**src/rtl/bit_plane_seq.sv**
```systemverilog
// Bit-plane select sequencer: steps the 8:1 plane mux through 1..8 planes per pass
// for a programmable number of passes, with first/last/sign markers for the accumulator.
module bit_plane_seq #(
  parameter bit MSB_FIRST = 1'b0,
  parameter int LW        = 8
) (
  input  logic          CLK,
  input  logic          RST_N,
  input  logic          START,
  input  logic          ABORT,
  input  logic [2:0]    BIT_NUM,
  input  logic [LW-1:0] LOOP_NUM,
  input  logic          SIGNED_EN,
  input  logic          BIT_READY,
  output logic [2:0]    CTRL_MUX_8_1,
  output logic          BIT_VALID,
  output logic          BIT_FIRST,
  output logic          BIT_LAST,
  output logic          SIGN_BIT,
  output logic          LOOP_LAST,
  output logic          BUSY,
  output logic          DONE
);

  typedef enum logic [1:0] {S_IDLE, S_RUN, S_FIN} state_t;

  state_t        r_state;
  logic [2:0]    r_bit_cnt;
  logic [LW-1:0] r_loop_cnt;
  logic [2:0]    r_bit_max;
  logic [LW-1:0] r_loop_max;
  logic          r_signed;

  state_t        w_state_nxt;
  logic [2:0]    w_bit_nxt;
  logic [LW-1:0] w_loop_nxt;
  logic          w_latch;
  logic          w_run;
  logic          w_accept;
  logic          w_bit_end;
  logic          w_loop_end;
  logic [2:0]    w_plane;

  assign w_run      = (r_state == S_RUN);
  assign w_accept   = w_run & BIT_READY;
  assign w_bit_end  = (r_bit_cnt == r_bit_max);
  assign w_loop_end = (r_loop_cnt == r_loop_max);

  always_comb begin
    w_state_nxt = r_state;
    w_bit_nxt   = r_bit_cnt;
    w_loop_nxt  = r_loop_cnt;
    w_latch     = 1'b0;
    if (ABORT) begin
      w_state_nxt = S_IDLE;
      w_bit_nxt   = '0;
      w_loop_nxt  = '0;
    end else begin
      case (r_state)
        S_IDLE: begin
          if (START) begin
            w_state_nxt = S_RUN;
            w_bit_nxt   = '0;
            w_loop_nxt  = '0;
            w_latch     = 1'b1;
          end
        end
        S_RUN: begin
          if (w_accept) begin
            if (!w_bit_end) begin
              w_bit_nxt = r_bit_cnt + 3'd1;
            end else if (!w_loop_end) begin
              w_bit_nxt  = '0;
              w_loop_nxt = r_loop_cnt + LW'(1);
            end else begin
              // Counters cleared on the way out so FIN/IDLE decode to zero
              w_state_nxt = S_FIN;
              w_bit_nxt   = '0;
              w_loop_nxt  = '0;
            end
          end
        end
        S_FIN:   w_state_nxt = S_IDLE;
        default: w_state_nxt = S_IDLE;
      endcase
    end
  end

  always_ff @(posedge CLK or negedge RST_N) begin
    if (!RST_N) begin
      r_state    <= S_IDLE;
      r_bit_cnt  <= '0;
      r_loop_cnt <= '0;
    end else begin
      r_state    <= w_state_nxt;
      r_bit_cnt  <= w_bit_nxt;
      r_loop_cnt <= w_loop_nxt;
    end
  end

  // Run configuration is only observed while in RUN, so it needs no reset
  always_ff @(posedge CLK) begin
    if (w_latch) begin
      r_bit_max  <= BIT_NUM;
      r_loop_max <= LOOP_NUM;
      r_signed   <= SIGNED_EN;
    end
  end

  assign w_plane = MSB_FIRST ? (r_bit_max - r_bit_cnt) : r_bit_cnt;

  assign CTRL_MUX_8_1 = w_run ? w_plane : 3'd0;
  assign BIT_VALID    = w_run;
  assign BIT_FIRST    = w_run & (r_bit_cnt == 3'd0);
  assign BIT_LAST     = w_run & w_bit_end;
  assign LOOP_LAST    = w_run & w_loop_end;
  assign SIGN_BIT     = w_run & r_signed & (w_plane == r_bit_max);
  assign BUSY         = (r_state != S_IDLE);
  assign DONE         = (r_state == S_FIN);

endmodule

```
**config.mk**
```make
export PLATFORM = sky130hd
export DESIGN_NAME = bit_plane_seq
export DESIGN_NICKNAME = d
export VERILOG_FILES = /design/src/rtl/bit_plane_seq.sv
export SDC_FILE = /design/constraint.sdc
export NUM_CORES = 1
export LEC_CHECK = 0
export BUFFER_PORTS_ARGS = -buffer_cell sky130_fd_sc_hd__buf_2
export CORE_AREA = 10 10 51 83
export CTS_BUF_LIST = sky130_fd_sc_hd__clkbuf_2
export DETAILED_ROUTE_END_ITERATION = 16
export DIE_AREA = 0 0 61 93
export GPL_ROUTABILITY_DRIVEN = 0
export PLACE_DENSITY = 0.66
export SLEW_MARGIN = 20
export SYNTH_ARGS = -nofsm -noshare
export SYNTH_HDL_FRONTEND = slang
export SYNTH_SLANG_ARGS = --single-unit
export TNS_END_PERCENT = 20
```
**constraint.sdc**
```tcl
create_clock -name CLK -period 6.4 [get_ports CLK]
set_clock_uncertainty 0.1 [all_clocks]
set_input_delay 0.96 -clock CLK [delete_from_list [all_inputs] [get_ports CLK]]
set_output_delay 0.96 -clock CLK [all_outputs]
set_load 0.05 [all_outputs]
```
==> key figures, run 1 <==
Cells and area
  • Share of cells above drive strength 1: 0.248
  • Most common cell after layout, fill and taps aside: buf_2
  • Antenna diode count: 0
  • Commonest non-fill, non-tap cells in the layout: buf_2, nand2_1, dfrtp_1
  • Nets: between 150 and 200
  • Fillers: approximately 270
  • Final cell count without fillers: roughly 170
  • Finished Cell Area: approximately 1400 µm²
  • Area growth syn-to-layout: 14.7%

Power and ir drop
  • Peak supply drop: 0.000148 V
  • Leakage power: ~0.66 nW
  • Cell Pwr Density: 198 nW/µm²
  • P_sw: between 80 and 90 µW
  • Switch share: 0.283
  • Flop pwr share: 0.634
  • Logic pwr share: 0.161
  • Total power draw: 285 µW
  • Clk pwr share: 0.205
  • Pint: about 200 µW

Timing
  • Worst rel slew slack: 0.524
  • Slew Viols, Final: 0
  • Setup violators final: 0
  • Final number of hold-violating endpoints: 0
  • Fin crit share: 0.491
  • Final setup TNS: 0 ns
  • Slew at the pin closest to its max-slew limit: roughly 0.71 ns
  • Fmax: 318 MHz
  • Setup ws final: about 3.3 ns
  • RSZ-0062 raised after global routing: false
  • Period minus WS final: about 3.1 ns

Placed design
  • Pre-CTS setup slack: 3.47 ns
  • Inst Count DP: around 170
  • Placed inst area: roughly 1400 µm²
  • PortBufs: 26
  • DPL Wire Length: between 2000 and 2500 µm

Floorplanning
  • Die Footprint: approximately 5700 µm²
  • Chip Height: 93 µm
  • Cell row count: 26
  • Top Ports: 27
  • Initial Utilization: 0.439
  • Chip Width: 61 µm
  • CORE AREA: ~2900 µm²

Logic synthesis
  • Syn_area_per_cell: between 10 and 15 µm²
  • Yosys cell types: 36
  • Yosys warns: 0
  • Post-Synthesis Cell Area: about 1300 µm²
  • Gate Count Post-Synth: between 100 and 150
  • Syn nets: between 100 and 150
  • Register area share after synthesis: 0.545
  • Flops & latches, synth: 25

Clocking
  • Root Buffer: clkbuf_2
  • Skew-Pair Late Insertion Delay: roughly 0.32 ns
  • TritonCTS buffer count: 3
  • Post-CTS sizing: 0
  • CTS tree: done
  • Post-CTS setup buffer count: 0
  • Longest Clk Path Bufs: 2
  • Sink Count: 25
  • Clk slew on worst S/H paths: 0.22 ns
  • H-Tree Depth: 1
  • CTS Hold Bufs: 0

Global route
  • GR Util met2: 0.177
  • Number of global-route vias before repair: around 1.0k
  • All-Layer GR Usage: 0.101
  • Largest net degree at the start of global routing: 15
  • Global-route wire length before repair: approximately 4600 µm
  • M1 GR Usage: 0.107
  • Initial antenna violation count: 0
  • Met3 Use GR: 0.0298
  • Gr busiest metal: met2
  • Gr ovfl total: 0

Min path
  • Hold Path Class: in2async

Detailed routing
  • Vias: between 900 and 1k
  • Detailed Route WL: between 2000 and 3000 µm
  • DR iter-0 viols: 36
  • Post-DRT Antenna Nets: 0
  • WL per Instance: 15.0 µm
  • First drt pass iteration count: 4
  • Via-to-Cell Ratio: ~5.5
  • DRC: 0

Critical path
  • Critical path type: reg2out
  • Crit path max fanout: 6
  • Setup crit start kind: flop
  • Crit path DAT: roughly 2.1 ns
  • Crit end category: primary output
  • Req. time, crit path: roughly 5.3 ns

Status
  • Outcome: completed

Flow run
  • MaxCap Viol Count: 0
-- power by group through the flow --
stage                     sequential (mW)  clock [mW]  combinational (mW)
after floorplan                     0.183           0              0.0316
after global placement              0.184           0              0.0451
after detailed placement            0.184           0              0.0462
after CTS                           0.181      0.0626              0.0463
after global routing                0.182      0.0692              0.0513
final                               0.181      0.0584              0.0458
-- path summary, 6_finish.rpt --
path	startpoint	endpoint	slack [ns]	cells past startpoint
min in group CLK	r_loop_cnt[7]$_DFFE_PN0P_	r_loop_cnt[7]$_DFFE_PN0P_	0.48	2
worst max-delay path	r_loop_cnt[5]$_DFFE_PN0P_	LOOP_LAST	3.26	5
worst min register to register	r_loop_cnt[7]$_DFFE_PN0P_	r_loop_cnt[7]$_DFFE_PN0P_	0.48	2
worst min-delay path	RST_N	r_loop_cnt[3]$_DFFE_PN0P_	0.37	1
max in group asynchronous	RST_N	r_loop_cnt[4]$_DFFE_PN0P_	5.60	1
worst max register to register	r_state[0]$_DFFE_PN0P_	r_loop_cnt[7]$_DFFE_PN0P_	3.95	5
-- state kept, by name (all words and copies together), names as in the netlist --
name / cells
r_bit_cnt: 3
r_bit_max: 3
r_loop_cnt: 8
r_loop_max: 8
r_signed: 1
r_state: 2
-- synthesized netlist by cell type --
library cell | number | area share
mux2i_1 | 2 | 0.016
nor2b_1 | 1 | 0.0050
or2_2 | 2 | 0.0099
nand3_1 | 3 | 0.012
o21ai_1 | 1 | 0.0040
nor4b_1 | 1 | 0.0070
nand2b_1 | 3 | 0.015
a2bb2oi_1 | 1 | 0.0070
nand2_1 | 13 | 0.039
inv_1 | 6 | 0.018
dfrtp_1 | 13 | 0.26
o22ai_1 | 1 | 0.0050
nand4_1 | 2 | 0.0099
and4b_2 | 1 | 0.0090
o21bai_1 | 1 | 0.0060
buf_2 | 2 | 0.0080
ha_1 | 3 | 0.030
nor3_1 | 1 | 0.0040
xor2_1 | 11 | 0.077
and4_2 | 1 | 0.0080
a21o_1 | 1 | 0.0060
nor3b_1 | 3 | 0.018
and3_1 | 2 | 0.0099
a21oi_1 | 3 | 0.012
o31ai_1 | 3 | 0.018
a211o_1 | 1 | 0.0070
nor4_1 | 3 | 0.015
a22oi_1 | 1 | 0.0060
a31oi_1 | 1 | 0.0050
or4_1 | 1 | 0.0060
and2_1 | 2 | 0.0099
or2_0 | 1 | 0.0050
edfxtp_1 | 12 | 0.29
nor2_1 | 6 | 0.018
o21ai_0 | 7 | 0.028
clkbuf_1 | 1 | 0.0030
-- kinds of logic after synthesis --
| kind of cell | synth area share |
|---|---|
| AOI/OAI and AO/OA | 0.103 |
| DFF | 0.545 |
| muxes | 0.0159 |
| xor gates and xnor gates | 0.0766 |
| buffers and inverters | 0.0289 |
| adders and majority gates | 0.0299 |
| and+or+nand+nor | 0.200 |
-- layer usage --
| metal | part of all wire | up-vias |
|---|---|---|
| met5 | 0 | - |
| met4 | 0.011 | 0 |
| met3 | 0.068 | 4 |
| met2 | 0.52 | 34 |
| met1 | 0.40 | 446 |
| li1 | - | 474 |
-- layout make-up --
type / instances / area [µm²] / share of cell area
flip-flops and latches: 25 / 686 / 0.475
well taps: 28 / 35.0 / 0.0243
inverters: 6 / 22.5 / 0.0156
multi-input cells: 83 / 542 / 0.376
clock inverters: 1 / 5.00 / 0.00347
repair buffers: 27 / 138 / 0.0954
clock buffers: 3 / 15.0 / 0.0104
-- worst max-delay path, cell delays in order (launching register included) --
cell and delay [ns]:
dfrtp_1 0.51, xor2_1 0.19, nor4_1 0.50, nand2_1 0.17, nor2_1 0.11, buf_2 0.27
-- per-stage QoR --
step	util	hold WS, ns
CTS	0.504	0.358
finish	0.504	0.371
floorplan	-	0.410
global route	0.504	0.341
global placement	0.497	0.443
detailed placement	0.497	0.453
Note: power is estimated with default switching activity, not from simulation.
==> run 2, diff against run 1 <==
==> constraint.sdc (replaced) <==
create_clock -name CLK -period 2.89 [get_ports CLK]
set_clock_uncertainty 0.1 [all_clocks]
set_input_delay 0.4335 -clock CLK [delete_from_list [all_inputs] [get_ports CLK]]
set_output_delay 0.4335 -clock CLK [all_outputs]
set_load 0.05 [all_outputs]
==> key figures, run 2 (synthesized netlist as in run 1, its figures left out) <==
Timing
  • Fin crit share: 0.874
  • Final setup TNS: 0 ns (unchanged)
  • Fmax: a little under 400 MHz
  • Final number of hold-violating endpoints: 0 (unchanged)
  • WHS: 0.139 ns (-0.232 ns)
  • Period minus WS final: between 2 and 3 ns
  • Worst rel slew slack: 0.563 (+0.0391)
  • Setup ws final: 0.363 ns (-2.90 ns)
  • Slew Viols, Final: 0 (unchanged)
  • RSZ-0062 raised after global routing: false
  • Setup violators final: 0 (unchanged)
  • Slew at the pin closest to its max-slew limit: 0.651 ns (-0.0621 ns)

Clocking
  • TritonCTS buffer count: 3 (unchanged)
  • Longest Clk Path Bufs: 2 (unchanged)
  • CTS tree: done
  • Skew-Pair Late Insertion Delay: 0.35 ns (+0.03 ns)
  • Clk slew on worst S/H paths: 0.22 ns (about the same)
  • H-Tree Depth: 1 (unchanged)
  • Root Buffer: clkbuf_2
  • Post-CTS setup buffer count: 0 (unchanged)
  • Sink Count: 25 (unchanged)

Floorplanning
  • Chip Width: 61 µm (unchanged)
  • Cell row count: 26 (unchanged)
  • CORE AREA: 2860 µm² (unchanged)
  • Chip Height: 93 µm (unchanged)
  • Top Ports: 27 (unchanged)
  • Die Footprint: 5670 µm² (unchanged)
  • Initial Utilization: 0.439 (unchanged)

Status
  • Outcome: completed

Cells and area
  • Fillers: 282 (+4.8%)
  • Top Registers: r_loop_cnt x8, r_loop_max x8
  • Most common cell after layout, fill and taps aside: buf_2
  • Area growth syn-to-layout: 17.6%
  • Finished Cell Area: 1480 µm² (+2.5%)
  • Antenna diode count: 0 (unchanged)
  • Commonest non-fill, non-tap cells in the layout: buf_2, nand2_1, dfrtp_1
  • Nets: 168 (+1.2%)
  • Share of cells above drive strength 1: 0.272 (+0.0238)

Placed design
  • DPL Wire Length: 2150 µm (+3.2%)
  • PortBufs: 26 (unchanged)
  • Placed inst area: 1440 µm² (+0.97%)
  • Pre-CTS setup slack: 0.627 ns (-2.84 ns)

Detailed routing
  • Detailed Route WL: 2710 µm (+4.7%)
  • Vias: 972 (+1.5%)
  • First drt pass iteration count: 4 (unchanged)
  • Post-DRT Antenna Nets: 0 (unchanged)
  • Via-to-Cell Ratio: 5.55 (+0.30%)
  • WL per Instance: 15.5 µm (+3.6%)
  • DRC: 0 (unchanged)
  • DR iter-0 viols: 27 (-25%)

Critical path
  • Setup crit start kind: flop
  • Crit path DAT: 1.99 ns (-0.09 ns)
  • Crit end category: primary output
  • CP peak stage delay: 0.49 ns (-0.02 ns)
  • Crit path max fanout: 6 (unchanged)
  • CP bufs+invs: 1 (unchanged)
  • Req. time, crit path: 2.36 ns (-2.98 ns)
  • Largest delay share family, worst path: simple AND/OR/NAND/NOR gates
  • Critical path type: reg2out
  • Crit-path cells: xor2_1 > nor4_2 > nand2_1 > nor2_1 > buf_2
  • Critical-path cell with the highest stage delay: dfrtp_1

Global route
  • Number of global-route vias before repair: 1074 (+5.6%)
  • Largest net degree at the start of global routing: 14 (-1)
  • Global-route wire length before repair: 4570 µm (-0.91%)
  • All-Layer GR Usage: 0.101 (+0.000105)
  • Gr ovfl total: 0 (unchanged)
  • Initial antenna violation count: 0 (unchanged)

Power and ir drop
  • Peak supply drop: 0.000259 V (+75%)
  • Leakage power: 0.671 nW (+1.5%)
  • Cell Pwr Density: 436 nW/µm² (+120%)

Min path
  • Hold Path Class: in2reg

Flow run
  • MaxCap Viol Count: 0 (unchanged)
## run 2: cell types whose count changed in the layout (fill, tap and decap cells not counted), sizes merged
cell	change
buf	+1
clkbuf	+1
clkinv	-1
dlygate4sd3	+1
## run 2: worst paths after layout
path | from | endpoint | cells past startpoint | slack, ns
max in group asynchronous | RST_N | r_loop_cnt[7]$_DFFE_PN0P_ | 2 | 2.08
min reg2reg | r_loop_cnt[7]$_DFFE_PN0P_ | r_loop_cnt[7]$_DFFE_PN0P_ | 2 | 0.48
max | r_loop_cnt[3]$_DFFE_PN0P_ | LOOP_LAST | 5 | 0.36
min in group asynchronous | RST_N | r_loop_cnt[5]$_DFFE_PN0P_ | 2 | 0.37
max reg2reg | r_bit_cnt[2]$_DFFE_PN0P_ | r_loop_cnt[7]$_DFFE_PN0P_ | 5 | 0.64
min | LOOP_NUM[3] | r_loop_max[3]$_DFFE_PP_ | 1 | 0.14
## run 2: what timing repair did
| item | in CTS | in global routing |
|---|---|---|
| setup endpoints to repair | 0 | 1 |
| resized for setup | 0 | 2 |
| hold buffers | 1 | 0 |
| hold endpoints to repair | 13 | 0 |
## run 2: per-stage QoR
step                power [mW]  cells  utilization
floorplan                0.475    117            -
global placement         0.509    170        0.502
detailed placement       0.513    170        0.502
CTS                      0.653    175        0.512
global route             0.677    175        0.517
finish                   0.645    175        0.517
## run 2: layer usage
| layer | track usage | wire, µm | vias to the layer above | part of all wire |
|---|---|---|---|---|
| li1 | - | - | 478 | - |
| met1 | 0.0977 | 1040 | 453 | 0.38 |
| met2 | 0.188 | 1440 | 35 | 0.53 |
| met3 | 0.0203 | 185 | 6 | 0.068 |
| met4 | 0.0478 | 51 | 0 | 0.019 |
| met5 | 0 | 0 | - | 0 |
## run 2: worst reg2reg max path, cell delays in order (launching register included)
cell and delay, ns:
dfrtp_1 0.47, xor2_1 0.19, o31ai_1 0.42, nand2_1 0.34
or4_1 0.58, o21ai_1 0.10
## run 2: layout make-up
type                            instances  area [µm²]  share of cell area
Sequential cell                        25         686               0.464
Multi-Input combinational cell         83         561               0.379
Timing Repair Buffer                   29         155               0.105
Tap cell                               28        35.0              0.0237
Inverter                                6        22.5              0.0152
Clock buffer                            4        20.0              0.0135
## run 2: report_power, final
group / leakage, nW / internal (mW) / switching [mW] / total (mW)
sequential: 0.290 / 0.389 / 0.0113 / 0.400
clock: 0.0166 / 0.0366 / 0.101 / 0.137
combinational: 0.364 / 0.0357 / 0.0721 / 0.108
